[config.mk]
export PLATFORM = sky130hd
export DESIGN_NAME = rotating_pattern_disp
export DESIGN_NICKNAME = d
export VERILOG_FILES = /design/src/rtl/rotating_pattern_disp.sv
export SDC_FILE = /design/constraint.sdc
export NUM_CORES = 1
export LEC_CHECK = 0
export ABC_CLOCK_PERIOD_IN_PS = 4250
export CORE_MARGIN = 1.5
export CORE_UTILIZATION = 60
export DETAILED_ROUTE_END_ITERATION = 7
export PLACE_DENSITY_LB_ADDON = 0.05
export SYNTH_ARGS = -nofsm -noshare
export SYNTH_HDL_FRONTEND = slang
export SYNTH_SLANG_ARGS = --single-unit
[constraint.sdc]
create_clock -name clk -period 4.25 [get_ports clk]
set_input_delay 0.85 -clock clk [delete_from_list [all_inputs] [get_ports clk]]
set_output_delay 0.85 -clock clk [all_outputs]
set_load 0.03 [all_outputs]
[src/rtl/rotating_pattern_disp.sv]
// -----------------------------------------------------------------------------
// rotating_pattern_disp
//   Animates square glyphs across N_DIGITS multiplexed seven-segment digits.
//   Four animation modes (circulate, marquee, bounce, blank) with a selectable
//   step speed, direction and pause. Contains its own step prescaler and a
//   digit-refresh multiplexer that keeps scanning regardless of en/mode.
//
// Ports
//   clk    in   system clock
//   rst_n  in   synchronous active-low reset
//   en     in   1 = animation advances, 0 = pause (refresh continues)
//   cw     in   circulate direction: 1 = increment pos, 0 = decrement pos
//   mode   in   0 circulate, 1 marquee, 2 bounce, 3 blank
//   speed  in   step period = ROT_PERIOD >> speed
//   sseg   out  segments {dp,g,f,e,d,c,b,a}, active-low, registered
//   an     out  digit enables, active-low one-hot, registered (MSB = leftmost)
// -----------------------------------------------------------------------------
module rotating_pattern_disp #(
  parameter int N_DIGITS   = 4,
  parameter int ROT_PERIOD = 25_000_000,
  parameter int MUX_PERIOD = 50_000
) (
  input  logic                clk,
  input  logic                rst_n,
  input  logic                en,
  input  logic                cw,
  input  logic [1:0]          mode,
  input  logic [1:0]          speed,
  output logic [7:0]          sseg,
  output logic [N_DIGITS-1:0] an
);

  localparam int PS_W  = (ROT_PERIOD > 1) ? $clog2(ROT_PERIOD) : 1;
  localparam int MUX_W = (MUX_PERIOD > 1) ? $clog2(MUX_PERIOD) : 1;
  localparam int POS_W = $clog2(2 * N_DIGITS);
  localparam int IDX_W = $clog2(N_DIGITS);

  localparam logic [7:0] UPPER = 8'h9C;
  localparam logic [7:0] LOWER = 8'hA3;
  localparam logic [7:0] BLANK = 8'hFF;

  localparam logic [POS_W-1:0] POS_MAX = POS_W'(2 * N_DIGITS - 1);
  localparam logic [IDX_W-1:0] IDX_MAX = IDX_W'(N_DIGITS - 1);
  localparam logic [MUX_W-1:0] MUX_MAX = MUX_W'(MUX_PERIOD - 1);

  typedef enum logic [1:0] {
    MODE_CIRC   = 2'd0,
    MODE_MARQ   = 2'd1,
    MODE_BOUNCE = 2'd2,
    MODE_BLANK  = 2'd3
  } mode_e;

  typedef enum logic {
    DIR_UP   = 1'b0,
    DIR_DOWN = 1'b1
  } dir_e;

  // Pattern / prescaler state and next-state
  logic [PS_W-1:0]  ps_cnt, ps_cnt_n;
  logic [POS_W-1:0] pos, pos_n;
  logic             phase, phase_n;
  logic [IDX_W-1:0] b, b_n;
  dir_e             dir, dir_n;

  // Refresh multiplexer
  logic [MUX_W-1:0] mux_cnt;
  logic [IDX_W-1:0] idx;

  logic [1:0]  mode_q;
  mode_e       mode_cur;
  logic        mode_chg;
  logic [31:0] step_period;
  logic        tick;
  logic        step;
  logic [7:0]  glyph;

  assign mode_cur = mode_e'(mode);

  // Previous-cycle mode. Deliberately follows mode during reset too, so the
  // first cycle after release never sees a spurious mode change.
  always_ff @(posedge clk) begin
    mode_q <= mode;
  end

  assign mode_chg = (mode != mode_q);

  // Full 32-bit period so ROT_PERIOD >> 3 is never truncated; comparing
  // count+1 against the period avoids underflow when the period is 0 or 1.
  assign step_period = 32'(ROT_PERIOD) >> speed;
  assign tick        = en && ((32'(ps_cnt) + 32'd1) >= step_period);
  assign step        = tick && !mode_chg;   // mode change drops the step

  // NOTE: every output of a combinational block gets a default first, so no
  // path leaves a signal unassigned and no latch is inferred.
  always_comb begin
    ps_cnt_n = ps_cnt;
    pos_n    = pos;
    phase_n  = phase;
    b_n      = b;
    dir_n    = dir;

    if (mode_chg) begin
      ps_cnt_n = '0;
      pos_n    = '0;
      phase_n  = 1'b0;
      b_n      = '0;
      dir_n    = DIR_UP;
    end else begin
      if (en) begin
        ps_cnt_n = tick ? '0 : ps_cnt + PS_W'(1);
      end
      if (step) begin
        unique case (mode_cur)
          MODE_CIRC: begin
            if (cw) pos_n = (pos == POS_MAX) ? '0 : pos + POS_W'(1);
            else    pos_n = (pos == '0) ? POS_MAX : pos - POS_W'(1);
          end
          MODE_MARQ: phase_n = ~phase;
          MODE_BOUNCE: begin
            // Reversal happens on the step taken at an end: no dwell.
            if (dir == DIR_UP) begin
              if (b == IDX_MAX) begin
                dir_n = DIR_DOWN;
                b_n   = IDX_MAX - IDX_W'(1);
              end else begin
                b_n = b + IDX_W'(1);
              end
            end else begin
              if (b == '0) begin
                dir_n = DIR_UP;
                b_n   = IDX_W'(1);
              end else begin
                b_n = b - IDX_W'(1);
              end
            end
          end
          MODE_BLANK: ;
          default: ;
        endcase
      end
    end
  end

  // NOTE: sequential state uses non-blocking assignments so every register
  // samples the pre-edge values, independent of statement order.
  always_ff @(posedge clk) begin
    if (!rst_n) begin
      ps_cnt <= '0;
      pos    <= '0;
      phase  <= 1'b0;
      b      <= '0;
      dir    <= DIR_UP;
    end else begin
      ps_cnt <= ps_cnt_n;
      pos    <= pos_n;
      phase  <= phase_n;
      b      <= b_n;
      dir    <= dir_n;
    end
  end

  // Digit refresh: independent of en and mode.
  always_ff @(posedge clk) begin
    if (!rst_n) begin
      mux_cnt <= '0;
      idx     <= '0;
    end else if (mux_cnt == MUX_MAX) begin
      mux_cnt <= '0;
      idx     <= (idx == IDX_MAX) ? '0 : idx + IDX_W'(1);
    end else begin
      mux_cnt <= mux_cnt + MUX_W'(1);
    end
  end

  // Glyph for the currently selected digit.
  always_comb begin
    glyph = BLANK;
    unique case (mode_cur)
      MODE_CIRC: begin
        if (int'(pos) < N_DIGITS) begin
          if (int'(idx) == N_DIGITS - 1 - int'(pos)) glyph = UPPER;
        end else begin
          if (int'(idx) == int'(pos) - N_DIGITS) glyph = LOWER;
        end
      end
      MODE_MARQ:   glyph = ((idx[0] ^ phase) == 1'b0) ? UPPER : LOWER;
      MODE_BOUNCE: glyph = (idx == b) ? UPPER : BLANK;
      MODE_BLANK:  glyph = BLANK;
      default:     glyph = BLANK;
    endcase
  end

  always_ff @(posedge clk) begin
    if (!rst_n) begin
      sseg <= BLANK;
      an   <= '1;
    end else begin
      sseg <= glyph;
      an   <= ~(N_DIGITS'(1) << idx);
    end
  end

endmodule

[Word level (Yosys, flattened, before mapping)]
Cells that the tools add are included.
Widths: inputs -> output; s select.
Storage, ports and cells
  input bits: 8
  logic and storage cells: 67
  output and inout port bits: 12
  flip-flop bits (word level): 64
Cells by class
  add/subtract/negate cells: 10
  equal/unequal tests: 11
  reduce and logical (&&, ||, !) cells: 11
  multiplexer cells: 17
  order comparisons: 2
  shift operators: 2
  bitwise gates (word level): 4
Operators by type and width (number)
  $ge 26x32->1: 1
  $pmux 8 s4: 1
  $shr 25x2->32 const A: 1
  $add 25x1->26 const B: 1
  $add 25x1->25 const B: 1
  $mux 25: 1
  $mux 7: 3
  $add 16x1->16 const B: 1
  $eq 16x16->1 const B: 1
  $mux 3: 3
  $eq 2x2->1 const B: 4
  $eq 3x4->1: 2
  $mux 2: 4
  $mux 8: 1
  $mux 6: 1
  $reduce_and 2->1: 3
  $add 2x1->2 const B: 2
  $logic_not 2->1: 2
  $not 4->4: 1
  $reduce_or 2->1: 2
  $shl 1x2->4 const A: 1
  $sub 2x3->4 const A: 1
  $sub 3x3->4 const B: 1
  $add 3x1->3 const B: 1
  other kinds (13): 17

[Longest topological paths before layout]
Gate-level depths: netlist (run 1).
  depth after elaboration: 5
  mapped depth: 18
  depth with buffers taken out: 15

[Least setup slack after synthesis (run 1)]
OpenSTA, ideal clock, no wires.
  kind: reg2reg
  start: register ps_cnt[0]
  end: register pos[2]
  setup time: 136 ps
  path slack: 861 ps
  period minus slack after synthesis: 3389 ps
  path buffers: 1
  stages on the path, launching flop included: 17
  data arrival time: 3253 ps
  required time: 4114 ps
  cells stage by stage: dfxtp_1 -> ha_1 -> nand3_1 -> nor2_1 -> and4_1 -> and3_1 -> nand3_1 -> xnor2_1 -> ha_1 -> nand2_1 -> a2bb2oi_1 -> a211o_1 -> a31oi_1 -> a211oi_2 -> buf_2 -> a2111oi_0 -> a211oi_1
On the way
  word-level cells in the longest chain between the ends: 5
RTL lines
  start: declaration: line 59  | logic [PS_W-1:0] ps_cnt, ps_cnt_n;
  start signal: assignment: line 154  | ps_cnt <= ps_cnt_n;
  $add 25x1->26: line 90  | assign tick = en && ((32'(ps_cnt) + 32'd1) >= step_period);
  $ge 26x32->1: line 90
  $logic_and 1x1->1: line 90
  $logic_and 1x1->1: line 91  | assign step = tick && !mode_chg;
  $reduce_and 2->1 (no line)
  end signal: assignment: line 155  | pos <= pos_n;
  end: declaration: line 60  | logic [POS_W-1:0] pos, pos_n;
No other way between the ends.
A chain may end at the register's enable or synchronous reset.

[Worst setup path in the final report (run 1)]
  start: register ps_cnt[4]
  end: register b[1]
On the way
  word-level cells in the longest chain between the ends: 5
RTL lines
  $add 25x1->26: line 90
  $ge 26x32->1: line 90
  $logic_and 1x1->1: line 90
  $logic_and 1x1->1: line 91
  $reduce_and 2->1 (no line)
  end signal: assignment: line 157  | b <= b_n;
  end: declaration: line 62  | logic [IDX_W-1:0] b, b_n;
No other way between the ends.

==> flow_metrics.env, run 1 <==
export IMPL_worst_slack_ns=0.396
export IMPL_drtIter0Drc=126
export IMPL_finalCritPeriodShare=0.907
export IMPL_yosys_area_top_type="dfxtp_1"
export IMPL_portBuffers=18
export IMPL_clk_pin_slew_ns=0.06
export IMPL_critPathArrivalTime_ns=4.12
export IMPL_r2r_cells=14
export IMPL_use_met2=0.387
export IMPL_finalCriticalPeriod_ns=3.85
export IMPL_cts_sinks=59
export IMPL_grt_max_degree=25
export IMPL_setup_tns_ns=0
export IMPL_wl_per_cell_um=13.5
export IMPL_timing_fmax_mhz=259
export IMPL_syn_nets=467
export IMPL_slew_viol_final=0
export IMPL_fp_coreArea_um2=5610
export IMPL_firstDrtPassIters=4
export IMPL_clk_path_buf_depth=2
export IMPL_place_inst=505
export IMPL_hold_path_end="mux_cnt[0]$_SDFF_PP0_"
export IMPL_hold_class="register to register"
export IMPL_crit_type="register to register"
export IMPL_status="complete, no violations"
export IMPL_grt_pass1_vias=2699
export IMPL_layout_cells_non_filler=521
export IMPL_final_hold_viol_count=0
export IMPL_cts_buffers=9
export IMPL_dp_slack_ns=0.442
export IMPL_synth_seq_area_share=0.332
export IMPL_crit_path_end_kind="register"
export IMPL_antenna_cells=0
export IMPL_synthTopCellsByArea="dfxtp_1 (33%), ha_1 (10%), xor2_1 (9.1%)"
export IMPL_met1_usage=0.303
export IMPL_synth_avg_cell_area_um2=8.27
export IMPL_grt_use_met3=0.0514
export IMPL_r2r_setup_slack_ns=0.40
export IMPL_grt_overflow=0
export IMPL_rsz0062_at_grt="false"
export IMPL_async_flop_share=0
export IMPL_p_leak_nw=1.56
export IMPL_cts_setup_buffers=0
export IMPL_peakVddDrop_uv=201
export IMPL_netlist_area_um2=3560
export IMPL_cts_root_buf="clkbuf_8"
export IMPL_h_tree_depth=3
export IMPL_gp_congestion=0.870
export IMPL_ys_warn_count=0
export IMPL_initial_core_util=0.634
export IMPL_fp_dieW_um=80.0
export IMPL_num_vias=2946
export IMPL_ys_flop_type="dfxtp_1"
export IMPL_crit_fanout=14
export IMPL_r2r_start="ps_cnt[4]$_SDFFE_PP0P_"
export IMPL_cp_start_kind="register"
export IMPL_synth_enable_flop_cells=0
export IMPL_syn_inst=430
export IMPL_antenna_left=0
export IMPL_ys_seq_elements=59
export IMPL_fin_worst_skew_ns=0.00727
export IMPL_grt_pass1_wl_mm=12.0
export IMPL_worst_pin_slew_ns=0.550
export IMPL_grt_busiest_layer="met2"
export IMPL_ioPinCount=20
export IMPL_maxCapViolations=0
export IMPL_dp_hpwl_mm=5.06
export IMPL_cts_tree="done"
export IMPL_area_growth_syn_to_layout_pct=11.4
export IMPL_n_fill_cell=472
export IMPL_setup_viol=0
export IMPL_rows=27
export IMPL_antenna_found_initial=0
export IMPL_p_per_area_nw_per_um2=287
export IMPL_die_area_um2=6400
export IMPL_viasPerCell=5.65
export IMPL_max_slew_margin=0.631
export IMPL_holdBufCountCts=0
export IMPL_post_cts_resized=0
export IMPL_chipHeight_um=80.0
export IMPL_final_layout_size_suffix_gt1_frac=0.0624
export IMPL_insertion_delay_ns=0.34
export IMPL_hold_start="mux_cnt[0]$_SDFF_PP0_"
export IMPL_track_usage=0.241
export IMPL_r2r_end="b[1]$_SDFFE_PP0P_"
export IMPL_synth_top_area_share=0.332
export IMPL_fin_nets=481
export IMPL_final_util=0.707
export IMPL_hold_path_depth=1
export IMPL_drc=0
export IMPL_synth_cell_types=55
export IMPL_wirelength_mm=7.03
export IMPL_crit_required_ns=4.51
cell families after synthesis:
| family | after synthesis | share of synthesized area |
|---|---|---|
| AND/OR/NAND/NOR | 192 | 0.262 |
| flip-flops | 59 | 0.332 |
| adder cells (fa/ha/maj) | 29 | 0.102 |
| other | 1 | 0.00105 |
| AO/OA/AOI/OAI | 44 | 0.0872 |
| multiplexers | 3 | 0.00844 |
| XOR/XNOR | 65 | 0.160 |
| buffers and inverters | 37 | 0.0468 |
placed cells by master, fill, tap and decap left out, types with 2 or more instances in the layout:
cell             synthesis  routed
nor2_1                  62      62
nand3_1                 30      30
nand3b_1                 3       3
inv_1                   15      15
a211oi_1                 4       4
nor3_1                   7       7
o31a_1                   2       2
ha_1                    29      29
a21o_1                   2       2
nor2b_1                  2       2
o21ai_0                  9       9
or3_1                    4       4
nand4_1                 10      10
nor4_1                   5       5
and3_1                  10      10
nand2b_1                 2       2
clkdlybuf4s50_1          0      18
clkinv_2                 0       3
o211ai_1                 3       3
mux2i_1                  3       3
a21oi_1                  5       5
xnor2_1                 28      28
dfxtp_1                 59      59
clkbuf_8                 0      10
xor2_1                  37      37
o21ai_1                  2       2
and2_1                   4       4
nand2_1                 41      41
a31oi_1                  3       3
and4_1                   2       2
buf_4                    5       7
cells in the mapped netlist, types with 2 or more instances:
library cell  instances
nor2_1               62
dfxtp_1              59
nand2_1              41
xor2_1               37
nand3_1              30
ha_1                 29
xnor2_1              28
inv_1                15
and3_1               10
clkbuf_1             10
nand4_1              10
o21ai_0               9
buf_2                 7
nor3_1                7
a21oi_1               5
buf_4                 5
nor4_1                5
a211oi_1              4
and2_1                4
or3_1                 4
a31oi_1               3
mux2i_1               3
nand3b_1              3
o211ai_1              3
a21o_1                2
and4_1                2
nand2b_1              2
nor2b_1               2
o21ai_1               2
o31a_1                2
per-stage QoR:
stage / hold slack (ns) / instance area [µm²] / power, mW
final: 0.455 / 3960 / 1.14
after floorplan: 0.418 / 3560 / 0.621
after detailed placement: 0.444 / 3770 / 0.645
after CTS: 0.454 / 3960 / 1.15
after global routing: 0.479 / 3960 / 1.18
after global placement: 0.434 / 3770 / 0.643
metal layers:
| layer | wire (µm) | share of wire |
|---|---|---|
| met4 | 184 | 0.026 |
| met2 | 3130 | 0.44 |
| met1 | 3460 | 0.49 |
| met3 | 255 | 0.036 |
| met5 | 0 | 0 |
worst max-delay path: stages, from the launching register on:
cell      delay, ns
dfxtp_1        0.47
nand4_1        0.23
or2_2          0.38
nor3_1         0.47
nand2_1        0.13
xnor2_1        0.14
ha_1           0.30
and4_1         0.19
nand3_1        0.12
a211o_1        0.26
a31oi_1        0.18
a211oi_2       0.07
buf_4          0.18
or4b_1         0.50
a31oi_1        0.16
sequential cells by signal (all words and copies together) (netlist names):
register and count:
dir 1, mode_q 2, an 4, pos 3, phase 1, b 2
sseg 3, ps_cnt 25, idx 2, mux_cnt 16
report_power, final:
group / switching, mW / internal (mW) / leakage [nW] / total [mW]
Clock: 0.222 / 0.284 / 0.0991 / 0.505
Combinational: 0.0422 / 0.0274 / 0.986 / 0.0695
Sequential: 0.00486 / 0.559 / 0.478 / 0.564
layout make-up:
class / instances / area (µm²) / share of cell area
Inverter: 15 / 56.3 / 0.0142
Sequential cell: 59 / 1180 / 0.298
Timing Repair Buffer: 25 / 233 / 0.0587
Tap cell: 72 / 90.1 / 0.0227
Clock buffer: 11 / 141 / 0.0357
Clock inverter: 5 / 52.6 / 0.0133
Multi-Input combinational cell: 334 / 2210 / 0.557
how the worst max path moves through the flow:
stage / to / slack (ns) / depth (start not counted) / start
4_1_cts: b[1]$_SDFFE_PP0P_ / 0.41 / 14 / ps_cnt[4]$_SDFFE_PP0P_
6_report: b[1]$_SDFFE_PP0P_ / 0.40 / 14 / ps_cnt[4]$_SDFFE_PP0P_
3_3_place_gp: b[1]$_SDFFE_PP0P_ / 0.57 / 14 / ps_cnt[4]$_SDFFE_PP0P_
2_1_floorplan: pos[2]$_SDFFE_PP0P_ / 0.86 / 16 / ps_cnt[0]$_SDFFE_PP0P_
3_5_place_dp: b[1]$_SDFFE_PP0P_ / 0.44 / 14 / ps_cnt[4]$_SDFFE_PP0P_
5_1_grt: pos[2]$_SDFFE_PP0P_ / 0.09 / 14 / ps_cnt[4]$_SDFFE_PP0P_
Power figures use the tool's default switching activity.
==> run 2, diff against run 1 <==
--- a/config.mk
+++ b/config.mk
@@ -10,6 +10,7 @@
 export CORE_UTILIZATION = 60
 export DETAILED_ROUTE_END_ITERATION = 7
 export PLACE_DENSITY_LB_ADDON = 0.05
+export RECOVER_POWER = 100
 export SYNTH_ARGS = -nofsm -noshare
 export SYNTH_HDL_FRONTEND = slang
 export SYNTH_SLANG_ARGS = --single-unit
==> run 2 against run 1 <==
  * Worst setup slack gained 0.015 ns
  * Clock skew shrank 0.00086 ns
  * First-iteration DRC count grew 4.0%
  * Critical path type unchanged
  * Combinational power decreased by 3.2%
  * Sequential cell count unchanged
  * Worst hold slack hardly changed
  * Critical endpoint unchanged
  * Global-route usage stayed put
  * Final cell count stayed put
  * Non-clock buffer count is the same
  * Clock power about the same
==> flow_metrics.env, run 2 (synthesis results as in run 1) <==
export IMPL_rows=27
export IMPL_finalCriticalPeriod_ns=3.84
export IMPL_setup_viol=0
export IMPL_grt_pass1_wl_mm=12.0
export IMPL_cp_endpoint="b[1]$_SDFFE_PP0P_"
export IMPL_wl_per_cell_um=13.5
export IMPL_timing_fmax_mhz=261
export IMPL_crit_path_end_kind="register"
export IMPL_worst_slack_ns=0.411
export IMPL_dpl_instance_area_um2=3770
export IMPL_num_vias=2915
export IMPL_post_cts_resized=0
export IMPL_area_growth_syn_to_layout_pct=11.2
export IMPL_p_leak_nw=1.54
export IMPL_r2r_end="b[1]$_SDFFE_PP0P_"
export IMPL_slew_viol_final=0
export IMPL_antenna_cells=0
export IMPL_status="complete, no violations"
export IMPL_crit_type="register to register"
export IMPL_finalPower_mw=1.14
export IMPL_fp_dieW_um=80.0
export IMPL_worst_pin_slew_ns=0.550
export IMPL_portBuffers=18
export IMPL_r2r_cells=14
export IMPL_critPathTopFamily="simple AND/OR/NAND/NOR gates"
export IMPL_cts_sinks=59
export IMPL_reg_top3="ps_cnt (25), mux_cnt (16), an (4)"
export IMPL_stdcell_area_um2=3960
export IMPL_chipHeight_um=80.0
export IMPL_wirelength_mm=7.06
export IMPL_drtIter0Drc=131
export IMPL_multiInputGateArea_um2=2200
export IMPL_cts_root_buf="clkbuf_8"
export IMPL_final_layout_size_suffix_gt1_frac=0.0579
export IMPL_cp_start_kind="register"
export IMPL_critPathArrivalTime_ns=4.10
export IMPL_track_usage=0.241
export IMPL_final_common_cell="nor2_1"
export IMPL_holdBufCountCts=0
export IMPL_layout_cells_non_filler=521
export IMPL_cts_setup_buffers=0
export IMPL_initial_core_util=0.634
export IMPL_max_slew_margin=0.631
export IMPL_viasPerCell=5.60
export IMPL_seqCellArea_um2=1180
export IMPL_firstDrtPassIters=4
export IMPL_final_hold_viol_count=0
export IMPL_cts_buffers=9
export IMPL_clk_pin_slew_ns=0.06
export IMPL_mostFrequentLayoutCells="nor2_1 (62), dfxtp_1 (59), nand2_1 (41)"
export IMPL_slowest_stage="or4b_1"
export IMPL_die_area_um2=6400
export IMPL_grt_max_degree=25
export IMPL_crit_cells=14
export IMPL_fin_worst_skew_ns=0.00641
export IMPL_dp_slack_ns=0.442
export IMPL_place_inst=505
export IMPL_regMostFlops="ps_cnt"
export IMPL_path_buf_inv=1
export IMPL_worstPathCellList="nand4_1 > or2_2 > nor3_1 > nand2_1 > xnor2_1 > ha_1 > and4_1 > nand3_1 > a211o_1 > a31oi_1 > a211oi_1 > buf_4 > or4b_1 > a31oi_1"
export IMPL_clk_path_buf_depth=2
export IMPL_cpMostUsedCell="a31oi_1"
export IMPL_crit_required_ns=4.52
export IMPL_grt_overflow=0
export IMPL_crit_fanout=14
export IMPL_max_stage_delay_ns=0.50
export IMPL_r2r_start="ps_cnt[4]$_SDFFE_PP0P_"
export IMPL_maxCapViolations=0
export IMPL_worstSetupStartpoint="ps_cnt[4]$_SDFFE_PP0P_"
export IMPL_whs_ns=0.455
export IMPL_p_per_area_nw_per_um2=287
export IMPL_setup_tns_ns=0
export IMPL_largest_register_ffs=25
export IMPL_finalCritPeriodShare=0.903
export IMPL_peakVddDrop_uv=201
export IMPL_rsz0062_at_grt="false"
export IMPL_grt_pass1_vias=2699
export IMPL_ioPinCount=20
export IMPL_hold_class="register to register"
export IMPL_antenna_left=0
export IMPL_drc=0
export IMPL_gp_congestion=0.870
export IMPL_cts_tree="done"
export IMPL_n_fill_cell=474
export IMPL_final_util=0.705
export IMPL_r2r_setup_slack_ns=0.41
export IMPL_fp_coreArea_um2=5610
export IMPL_fin_nets=481
export IMPL_h_tree_depth=3
export IMPL_dp_hpwl_mm=5.06
export IMPL_antenna_found_initial=0
export IMPL_insertion_delay_ns=0.34
## run 2: cell types whose count changed in the layout (fill, tap and decap cells not counted), sizes merged
cell	delta
buf	-1
clkdlybuf4s50	-14
dlygate4sd3	+14
clkbuf	+1
## run 2: where the power goes
group	internal, mW	switching [mW]	total, mW	leakage, nW
logic	0.0252	0.0422	0.0673	0.959
registers	0.559	0.00472	0.563	0.478
clock network	0.284	0.222	0.506	0.0991
## run 2: final cells by class
class                           instances  share of cell area
Inverter                               15              0.0142
Multi-Input combinational cell        334               0.557
Clock buffer                           11              0.0357
Tap cell                               72              0.0228
Timing Repair Buffer                   25              0.0579
Clock inverter                          5              0.0133
Sequential cell                        59               0.299
## run 2: worst min path at each step
stage	end	slack, ns	depth (start not counted)	from
after detailed placement	mux_cnt[0]$_SDFF_PP0_	0.44	1	mux_cnt[0]$_SDFF_PP0_
after floorplan	mux_cnt[0]$_SDFF_PP0_	0.42	1	mux_cnt[0]$_SDFF_PP0_
after CTS	mux_cnt[0]$_SDFF_PP0_	0.45	1	mux_cnt[0]$_SDFF_PP0_
final	mux_cnt[0]$_SDFF_PP0_	0.45	1	mux_cnt[0]$_SDFF_PP0_
after global routing	mux_cnt[0]$_SDFF_PP0_	0.48	1	mux_cnt[0]$_SDFF_PP0_
after global placement	mux_cnt[0]$_SDFF_PP0_	0.43	1	mux_cnt[0]$_SDFF_PP0_
## run 2: layer usage
metal / share of wire / track usage / vias to the layer above
met5: 0 / 0 / -
met4: 0.026 / 0.122 / 0
met3: 0.030 / 0.0514 / 17
met2: 0.45 / 0.387 / 45
met1: 0.50 / 0.303 / 1353
li1: - / - / 1500
## run 2: worst register-to-register path: cells and delay by family, from the launching register on
family | cells | cell delay [ns]
AOI/OAI and AO/OA | 4 | 0.64
DFF | 1 | 0.47
and+or+nand+nor | 7 | 2.02
buffers and inverters | 1 | 0.19
adders and majority gates | 1 | 0.30
xor gates and xnor gates | 1 | 0.14
==> run 3, diff against run 2 <==
--- a/config.mk
+++ b/config.mk
@@ -5,12 +5,13 @@
 export SDC_FILE = /design/constraint.sdc
 export NUM_CORES = 1
 export LEC_CHECK = 0
-export ABC_CLOCK_PERIOD_IN_PS = 4250
+export ABC_CLOCK_PERIOD_IN_PS = 3350
 export CORE_MARGIN = 1.5
-export CORE_UTILIZATION = 60
+export CORE_UTILIZATION = 54
 export DETAILED_ROUTE_END_ITERATION = 7
 export PLACE_DENSITY_LB_ADDON = 0.05
 export RECOVER_POWER = 100
+export SLEW_MARGIN = 5
 export SYNTH_ARGS = -nofsm -noshare
 export SYNTH_HDL_FRONTEND = slang
 export SYNTH_SLANG_ARGS = --single-unit
==> constraint.sdc (replaced) <==
create_clock -name clk -period 3.35 [get_ports clk]
set_input_delay 0.67 -clock clk [delete_from_list [all_inputs] [get_ports clk]]
set_output_delay 0.67 -clock clk [all_outputs]
set_load 0.03 [all_outputs]
==> run 3 against run 2 <==
  * Sequential share of layout area is 3.0 points lower
  * Combinational power increased by 40%
  * Worst hold slack improved by 0.0045 ns
  * Maximum frequency increased by 19%
  * Critical path depth rose by 2
  * Die area up 11%
  * Largest power group is now clock
  * Critical path type unchanged
==> flow_metrics.env, run 3 (synthesis results as in run 1) <==
export IMPL_dp_hpwl_mm=5.43
export IMPL_pwr_share_comb=0.058
export IMPL_hold_path_depth=1
export IMPL_place_inst=547
export IMPL_gp_congestion=0.900
export IMPL_grt_pass1_vias=2933
export IMPL_worstSetupStartpoint="ps_cnt[0]$_SDFFE_PP0P_"
export IMPL_r2r_cells=16
export IMPL_cellInternalPower_mw=1.25
export IMPL_viasPerCell=5.42
export IMPL_dpl_instance_area_um2=4060
export IMPL_n_fill_cell=518
export IMPL_fin_nets=520
export IMPL_ioPinCount=20
export IMPL_cts_root_buf="clkbuf_8"
export IMPL_final_common_cell="nor2_1"
export IMPL_clk_path_buf_depth=2
export IMPL_initial_core_util=0.560
export IMPL_grt_overflow=0
export IMPL_cts_tree="done"
export IMPL_portBuffers=18
export IMPL_switchingPower_mw=0.373
export IMPL_chipHeight_um=84.2
export IMPL_insertion_delay_ns=0.34
export IMPL_r2r_end="phase$_SDFFE_PP0P_"
export IMPL_crit_fanout=5
export IMPL_regMostFlops="ps_cnt"
export IMPL_mostFrequentLayoutCells="nor2_1 (61), dfxtp_1 (47), buf_4 (42)"
export IMPL_area_growth_syn_to_layout_pct=25.0
export IMPL_firstDrtPassIters=5
export IMPL_final_hold_viol_count=0
export IMPL_cp_start_kind="register"
export IMPL_final_layout_size_suffix_gt1_frac=0.199
export IMPL_die_area_um2=7080
export IMPL_status="complete, no violations"
export IMPL_slew_viol_final=0
export IMPL_stdcell_area_um2=4450
export IMPL_fp_coreArea_um2=6350
export IMPL_timing_fmax_mhz=310
export IMPL_largest_register_ffs=25
export IMPL_finalCriticalPeriod_ns=3.22
export IMPL_antenna_cells=0
export IMPL_hold_start="mux_cnt[0]$_SDFF_PP0_"
export IMPL_hold_path_end="mux_cnt[0]$_SDFF_PP0_"
export IMPL_clk_pin_slew_ns=0.08
export IMPL_num_vias=3062
export IMPL_p_per_area_nw_per_um2=364
export IMPL_pwr_share_seq=0.441
export IMPL_drc=0
export IMPL_maxCapViolations=0
export IMPL_wirelength_mm=7.49
export IMPL_fp_dieW_um=84.2
export IMPL_crit_type="register to register"
export IMPL_power_frac_clock=0.501
export IMPL_cts_sinks=59
export IMPL_rows=29
export IMPL_crit_required_ns=3.62
export IMPL_finalPower_mw=1.62
export IMPL_setup_tns_ns=0
export IMPL_p_leak_nw=1.77
export IMPL_setup_viol=0
export IMPL_hold_class="register to register"
export IMPL_dp_slack_ns=-0.0237
export IMPL_cts_buffers=9
export IMPL_critPathArrivalTime_ns=3.50
export IMPL_r2r_setup_slack_ns=0.13
export IMPL_wl_per_cell_um=13.3
export IMPL_crit_path_end_kind="register"
export IMPL_reg_top3="ps_cnt (25), mux_cnt (16), an (4)"
export IMPL_drtIter0Drc=125
export IMPL_grt_max_degree=24
export IMPL_p_sw_frac=0.230
export IMPL_finalCritPeriodShare=0.963
export IMPL_h_tree_depth=3
export IMPL_fin_worst_skew_ns=0.0112
export IMPL_antenna_left=0
export IMPL_layout_cells_non_filler=565
export IMPL_max_slew_margin=0.632
export IMPL_worst_pin_slew_ns=0.543
export IMPL_grt_pass1_wl_mm=12.8
export IMPL_track_usage=0.222
export IMPL_peakVddDrop_uv=269
export IMPL_rsz0062_at_grt="false"
export IMPL_antenna_found_initial=0
export IMPL_worst_slack_ns=0.125
export IMPL_r2r_start="ps_cnt[0]$_SDFFE_PP0P_"
-- run 3: changes by cell type in the layout (fill, tap and decap cells not counted), sizes merged --
cell / before / now
buf: 6 / 44
bufinv: 1 / 3
inv: 15 / 16
clkinvlp: 1 / 0
clkbuf: 12 / 11
-- run 3: repair_timing --
item | in CTS | in global routing
hold buffers | 0 | 0
pin swaps | 0 | 14
buffers inserted | 0 | 1
resized for setup | 2 | 34
gates cloned | 0 | 1
endpoints found under the hold margin | 0 | 0
setup endpoints to repair | 4 | 23
-- run 3: power by group through the flow --
stage / clock network [mW] / registers [mW] / logic, mW
after floorplan: 0 / 0.734 / 0.0542
after global placement: 0 / 0.730 / 0.0940
after detailed placement: 0 / 0.730 / 0.0959
after CTS: 0.828 / 0.714 / 0.0967
after global routing: 0.854 / 0.715 / 0.105
final: 0.811 / 0.714 / 0.0941
-- run 3: worst max-delay path by stage --
stage                     cells after the start                   to  slack (ns)
final                                        16   phase$_SDFFE_PP0P_        0.13
after global routing                         15     dir$_SDFFE_PP0P_       0.001
after CTS                                    16   phase$_SDFFE_PP0P_        0.03
after detailed placement                     14     dir$_SDFFE_PP0P_       -0.02
after global placement                       16   phase$_SDFFE_PP0P_      -0.004
after floorplan                              16  pos[2]$_SDFFE_PP0P_       0.005
-- run 3: stage by stage --
step | hold slack [ns] | utilization
after floorplan | 0.418 | -
final | 0.459 | 0.700
after CTS | 0.455 | 0.680
after detailed placement | 0.444 | 0.640
after global placement | 0.431 | 0.640
after global routing | 0.494 | 0.700
-- run 3: layout make-up --
type / instances / area [µm²] / area share
Clock buffer: 9 / 124 / 0.0278
Sequential cell: 59 / 1200 / 0.269
Timing Repair Buffer: 64 / 520 / 0.117
Multi-Input combinational cell: 334 / 2330 / 0.524
Tap cell: 77 / 96.3 / 0.0217
Clock inverter: 7 / 125 / 0.0281
Inverter: 15 / 56.3 / 0.0127
-- run 3: layer usage --
metal | GRT usage | share of wire | vias up
met3 | 0.0452 | 0.029 | 14
met5 | 0 | 0 | -
met2 | 0.363 | 0.48 | 48
li1 | - | - | 1580
met4 | 0.109 | 0.021 | 0
met1 | 0.280 | 0.47 | 1420
-- run 3: critical path, stage by stage, from the launching register on --
cell and delay [ns]:
dfxtp_2 0.35, ha_2 0.20, nand3_4 0.11, nor2_4 0.13, and4_1 0.22, and3_4 0.19, nand3_1 0.09, xnor2_1 0.14
ha_1 0.28, nand2_1 0.07, a2bb2oi_1 0.15, a211o_1 0.28, a31oi_4 0.17, a211oi_4 0.07, buf_2 0.16, or4_1 0.46
o21ai_1 0.08
